--- src/rtl/calib_led_pattern_gen.sv ---
// calib_led_pattern_gen: serves the binary LED-ID pattern one bit plane at a time.
// Optional macro COMPLEMENT_PHASE_EN shows each plane twice, second time inverted.
module calib_led_pattern_gen #(
    parameter int NUM_LEDS = 50,
    parameter int LED_ADDRESS_WIDTH = 10,
    parameter int ID_OFFSET = 1,
    parameter int COLOR_WIDTH = 24,
    parameter logic [COLOR_WIDTH-1:0] ON_COLOR = 24'hFFFFFF,
    parameter logic [COLOR_WIDTH-1:0] OFF_COLOR = 24'h000000,
    localparam int BIT_W = (LED_ADDRESS_WIDTH > 1) ? $clog2(LED_ADDRESS_WIDTH) : 1,
    localparam int IDX_W = (NUM_LEDS > 1) ? $clog2(NUM_LEDS) : 1
) (
    input  logic                   clk_pixel,
    input  logic                   rst_n,
    input  logic                   start_in,
    input  logic                   advance_in,
    input  logic                   next_led_request,
    input  logic                   strand_latched_in,
    output logic [COLOR_WIDTH-1:0] led_color_out,
    output logic                   led_color_valid,
    output logic                   displayed_frame_valid,
    output logic [BIT_W-1:0]       bit_index_out,
    output logic                   phase_out,
    output logic                   busy_out,
    output logic                   sweep_done
);

    typedef enum logic [1:0] {
        IDLE,
        STREAM,
        WAIT_LATCH,
        SHOWN
    } state_t;

    state_t state;
    state_t state_next;

    logic [IDX_W-1:0]             led_index;
    logic [BIT_W-1:0]             bit_index;
    logic [LED_ADDRESS_WIDTH-1:0] led_id;
    logic start_prev;
    logic advance_prev;
    logic start_edge;
    logic advance_edge;
    logic streaming;
    logic last_led;
    logic last_bit;
    logic phase;
    logic phase_done;
    logic plane_step;
    logic plane_last;
    logic lit;

    assign start_edge   = start_in & ~start_prev;
    assign advance_edge = advance_in & ~advance_prev;
    assign streaming    = (state == STREAM);
    assign last_led     = (led_index == IDX_W'(NUM_LEDS - 1));
    assign last_bit     = (bit_index == BIT_W'(LED_ADDRESS_WIDTH - 1));

    // ID wraps modulo 2^LED_ADDRESS_WIDTH through the sized add
    assign led_id = LED_ADDRESS_WIDTH'(led_index) + LED_ADDRESS_WIDTH'(ID_OFFSET);

`ifdef COMPLEMENT_PHASE_EN
    always_ff @(posedge clk_pixel or negedge rst_n) begin
        if (!rst_n) begin
            phase <= 1'b0;
        end else if (state == SHOWN && advance_edge) begin
            phase <= ~phase;
        end
    end

    assign phase_done = phase;
    assign lit        = led_id[bit_index] ^ phase;
`else
    assign phase      = 1'b0;
    assign phase_done = 1'b1;
    assign lit        = led_id[bit_index];
`endif

    // A plane is finished only when its last phase is advanced past
    assign plane_step = (state == SHOWN) & advance_edge & phase_done;
    assign plane_last = phase_done & last_bit;

    always_ff @(posedge clk_pixel or negedge rst_n) begin
        if (!rst_n) begin
            state <= IDLE;
        end else begin
            state <= state_next;
        end
    end

    always_comb begin
        state_next = state;
        unique case (state)
            IDLE: begin
                if (start_edge) state_next = STREAM;
            end
            STREAM: begin
                if (next_led_request && last_led) state_next = WAIT_LATCH;
            end
            WAIT_LATCH: begin
                if (strand_latched_in) state_next = SHOWN;
            end
            SHOWN: begin
                if (advance_edge) begin
                    state_next = plane_last ? IDLE : STREAM;
                end else if (start_edge) begin
                    state_next = STREAM;
                end
            end
            default: state_next = IDLE;
        endcase
    end

    always_comb begin
        busy_out      = (state != IDLE);
        bit_index_out = bit_index;
        phase_out     = phase;
    end

    always_ff @(posedge clk_pixel or negedge rst_n) begin
        if (!rst_n) begin
            led_index             <= '0;
            bit_index             <= '0;
            led_color_out         <= '0;
            led_color_valid       <= 1'b0;
            displayed_frame_valid <= 1'b0;
            sweep_done            <= 1'b0;
            start_prev            <= 1'b0;
            advance_prev          <= 1'b0;
        end else begin
            start_prev      <= start_in;
            advance_prev    <= advance_in;
            led_color_valid <= next_led_request;
            sweep_done      <= 1'b0;

            if (next_led_request) begin
                led_color_out <= (streaming && lit) ? ON_COLOR : OFF_COLOR;
            end

            if (streaming && next_led_request) begin
                led_index <= last_led ? '0 : led_index + IDX_W'(1);
            end else if (!streaming && state_next == STREAM) begin
                led_index <= '0;
            end

            if (state == WAIT_LATCH && strand_latched_in) begin
                displayed_frame_valid <= 1'b1;
            end else if (state == SHOWN && (advance_edge || start_edge)) begin
                displayed_frame_valid <= 1'b0;
            end

            if (plane_step) begin
                bit_index  <= plane_last ? '0 : bit_index + BIT_W'(1);
                sweep_done <= plane_last;
            end
        end
    end

endmodule

--- config.mk ---
export PLATFORM = sky130hd
export DESIGN_NAME = calib_led_pattern_gen
export DESIGN_NICKNAME = d
export VERILOG_FILES = /design/src/rtl/calib_led_pattern_gen.sv
export SDC_FILE = /design/constraint.sdc
export NUM_CORES = 1
export LEC_CHECK = 0
export CAP_MARGIN = 20
export CORE_ASPECT_RATIO = 1.4
export CORE_MARGIN = 3
export CORE_UTILIZATION = 38
export DETAILED_ROUTE_END_ITERATION = 10
export MAX_ROUTING_LAYER = met4
export PLACE_DENSITY_LB_ADDON = 0.08
export SLEW_MARGIN = 40
export SYNTH_ARGS = -nofsm -noshare
export SYNTH_HDL_FRONTEND = slang
export SYNTH_SLANG_ARGS = --single-unit
--- constraint.sdc ---
create_clock -name clk_pixel -period 1.8 [get_ports clk_pixel]
set_clock_uncertainty 0.15 [all_clocks]
set_input_delay 0.27 -clock clk_pixel [delete_from_list [all_inputs] [get_ports clk_pixel]]
set_output_delay 0.27 -clock clk_pixel [all_outputs]
set_load 0.01 [all_outputs]
==> results_dict.tcl <==
set metrics [dict create \
    place_inst 191 \
    synth_area_sq_um 1150 \
    slowest_delay_ps 540 \
    final_common_cell "dlymetal6s2s_1" \
    pwr-share-comb_pct 49.6 \
    setup_viol_count_final 0 \
    swShare_pct 32.7 \
    worst_slack_ps 47.4 \
    drv_cap 0 \
    grt_pass1_wl_microns 3900 \
    track_usage_pct 13.9 \
    critPathArrivalTime_ps 1330 \
    p_total_mw 1.54 \
    place.detailed.hpwl_microns 1900 \
    path_class "flip-flop to primary output" \
    ys.flop_type "dfrtp_1" \
    synth.distinct_cells 34 \
    ys_seq_elements 18 \
    worstPathRequired_ps 1380 \
    ys_seq_area_share_pct 39.0 \
    syn2layout_area_growth_pct 41.9 \
    p_sw_mw 0.502 \
    grt_start_max_net_pins 25 \
    cp_cell_sequence "buf_12, clkdlybuf4s50_1" \
    crit_buf_inv 2 \
    hp-class "input pin to asynchronous set/reset pin" \
    crit_path_max_fanout 24 \
    wl_microns 2540 \
    status "finished, final reports clean" \
    final_net_count 169 \
    startpoint_type "flip-flop" \
    ys_warn_count 0 \
    numCtsBuffers 3 \
    root_buffer "clkbuf_8" \
    cpLargestDelayFamily "buffers and inverters" \
    finalCritPeriodShare_pct 97.4 \
    finish.utilization_pct 57.0 \
    avgSynthCellArea_sq_um 9.17 \
    synth_nets 134 \
    insertion_delay_ps 250 \
    num_antenna_cells 0 \
    placementRows 23 \
    power_density_nw_per_um2 937 \
    gp_congestion 0.824 \
    firstDrtPassIters 4 \
    cp_slowest_cell "clkdlybuf4s50_1" \
    slew_viol_final 0 \
    ys_async_sr_fraction_pct 100 \
    start_util_pct 40.1 \
    hold_viol 0 \
    finalNonFillerCells 196 \
    core_sq_um 2880 \
    fmax_mhz 571 \
    leakagePower_nw 0.941 \
    dp_slack_ps -164 \
    ir_worst_vdd_mv 0.628 \
    dieArea_sq_um 3750 \
    cts_sinks 18 \
    drive_gt1_share_pct 21.4 \
    cp-end-kind "primary output" \
    ant_nets 0 \
    die_h_microns 71.2 \
    io_buffer_count 37 \
    antenna_found_initial 0 \
    synth_edf_count 0 \
    io_pins 39 \
    htreeDepth 1 \
    dieWidth_microns 52.6 \
    drt_iter0_drc 15 \
    routedWlPerCell_microns 13.0 \
    clock_power_share_pct 17.6 \
    path_clk_slew_ps 70 \
    final_cell_mix "dlymetal6s2s_1, buf_4, dfrtp_1" \
    vias 951 \
    cts_tree "yes" \
    overflow 0 \
    p_int_mw 1.03 \
    p_seq_share_pct 32.7 \
    min_period_ps 1750 \
    drc 0 \
    grt_pass1_vias 888 \
    viasPerCell 4.85 \
    cts_buffer_depth 2 \
    synth_cells 126 \
]
power by group through the flow:
| stage | clock network (mW) | logic (mW) | registers [mW] |
|---|---|---|---|
| after CTS | 0.281 | 0.785 | 0.501 |
| final | 0.271 | 0.762 | 0.503 |
| after floorplan | 0 | 0.491 | 0.538 |
| after detailed placement | 0 | 0.783 | 0.509 |
| after global placement | 0 | 0.777 | 0.507 |
| after global routing | 0.308 | 0.820 | 0.511 |
final cells by class:
cell class	count	area (sq um)
Clock buffer	3	41.3
Fill cell	260	1240
Inverter	4	15.0
Multi-Input combinational cell	78	502
Sequential cell	18	453
Tap cell	37	46.3
Timing Repair Buffer	56	582
synthesized netlist by cell type, drive strengths merged, types with 2 or more instances:
| cell | instances | area share, % |
|---|---|---|
| nor3 | 3 | 1.3 |
| and3 | 2 | 1.1 |
| buf | 26 | 17 |
| mux2i | 2 | 1.7 |
| dfrtp | 18 | 39 |
| nand3 | 2 | 0.87 |
| o21ai | 13 | 5.6 |
| or2 | 2 | 1.1 |
| a21oi | 5 | 3.1 |
| o31ai | 3 | 2.0 |
| nor2b | 2 | 1.1 |
| inv | 4 | 1.3 |
| nand2b | 5 | 2.7 |
| nor2 | 11 | 4.2 |
| ha | 2 | 2.2 |
| nand2 | 9 | 2.9 |
| xnor2 | 4 | 3.0 |
cell families after synthesis:
family,count (synthesis),share of synthesized area (%)
AO/OA/AOI/OAI,27,15.3
XOR/XNOR,5,3.79
adder cells (fa/ha/maj),2,2.17
buffers and inverters,30,18.3
flip-flops,18,39.0
multiplexers,3,2.71
other,1,0.325
AND/OR/NAND/NOR,40,18.4
registers in the layout (all words and copies together) (netlist names):
signal and count:
led_index 6, sweep_done 1, state 2, led_color_out 1
displayed_frame_valid 1, advance_prev 1, start_prev 1, bit_index_out 4
led_color_valid 1
what timing repair did:
| item | 4_1_cts | 5_1_grt |
|---|---|---|
| pin swaps | 0 | 1 |
| buffers inserted | 0 | 2 |
| gates resized for setup | 3 | 25 |
| hold buffers | 0 | 0 |
| setup endpoints to repair | 1 | 27 |
routing by layer:
layer  track usage (%)  vias up  part of all wire, %  routed length (microns)
met5                 -        -                    0                        0
met4              5.11        0                  1.6                       41
met3              2.91        6                  4.7                      120
met2              23.6       24                   52                     1320
met1              15.7      451                   42                     1060
li1                  -      470                    -                        -
worst paths after layout:
| kind | startpoint | end | slack [ps] | cells past startpoint |
|---|---|---|---|---|
| worst max-delay path | led_color_out[22] | led_color_out[19] | 50 | 2 |
| worst min-delay path | rst_n | state[1] | 210 | 2 |
| worst max register to register | led_index[1] | led_color_out[22] | 100 | 6 |
| worst min register to register | displayed_frame_valid | displayed_frame_valid | 390 | 2 |
| max in group asynchronous | rst_n | state[0] | 1080 | 2 |
| min in group clk_pixel | start_in | start_prev | 350 | 1 |
per-stage QoR:
| step | instance area (sq um) | TNS (ps) | hold slack [ps] |
|---|---|---|---|
| 6_report | 1640 | 0 | 209 |
| 5_1_grt | 1640 | -4.96 | 222 |
| 4_1_cts | 1560 | 0 | 217 |
| 3_5_place_dp | 1520 | -1040 | 394 |
| 3_3_place_gp | 1520 | -824 | 336 |
| 2_1_floorplan | 1150 | 0 | -176 |
(Power assumes the default switching activity.)
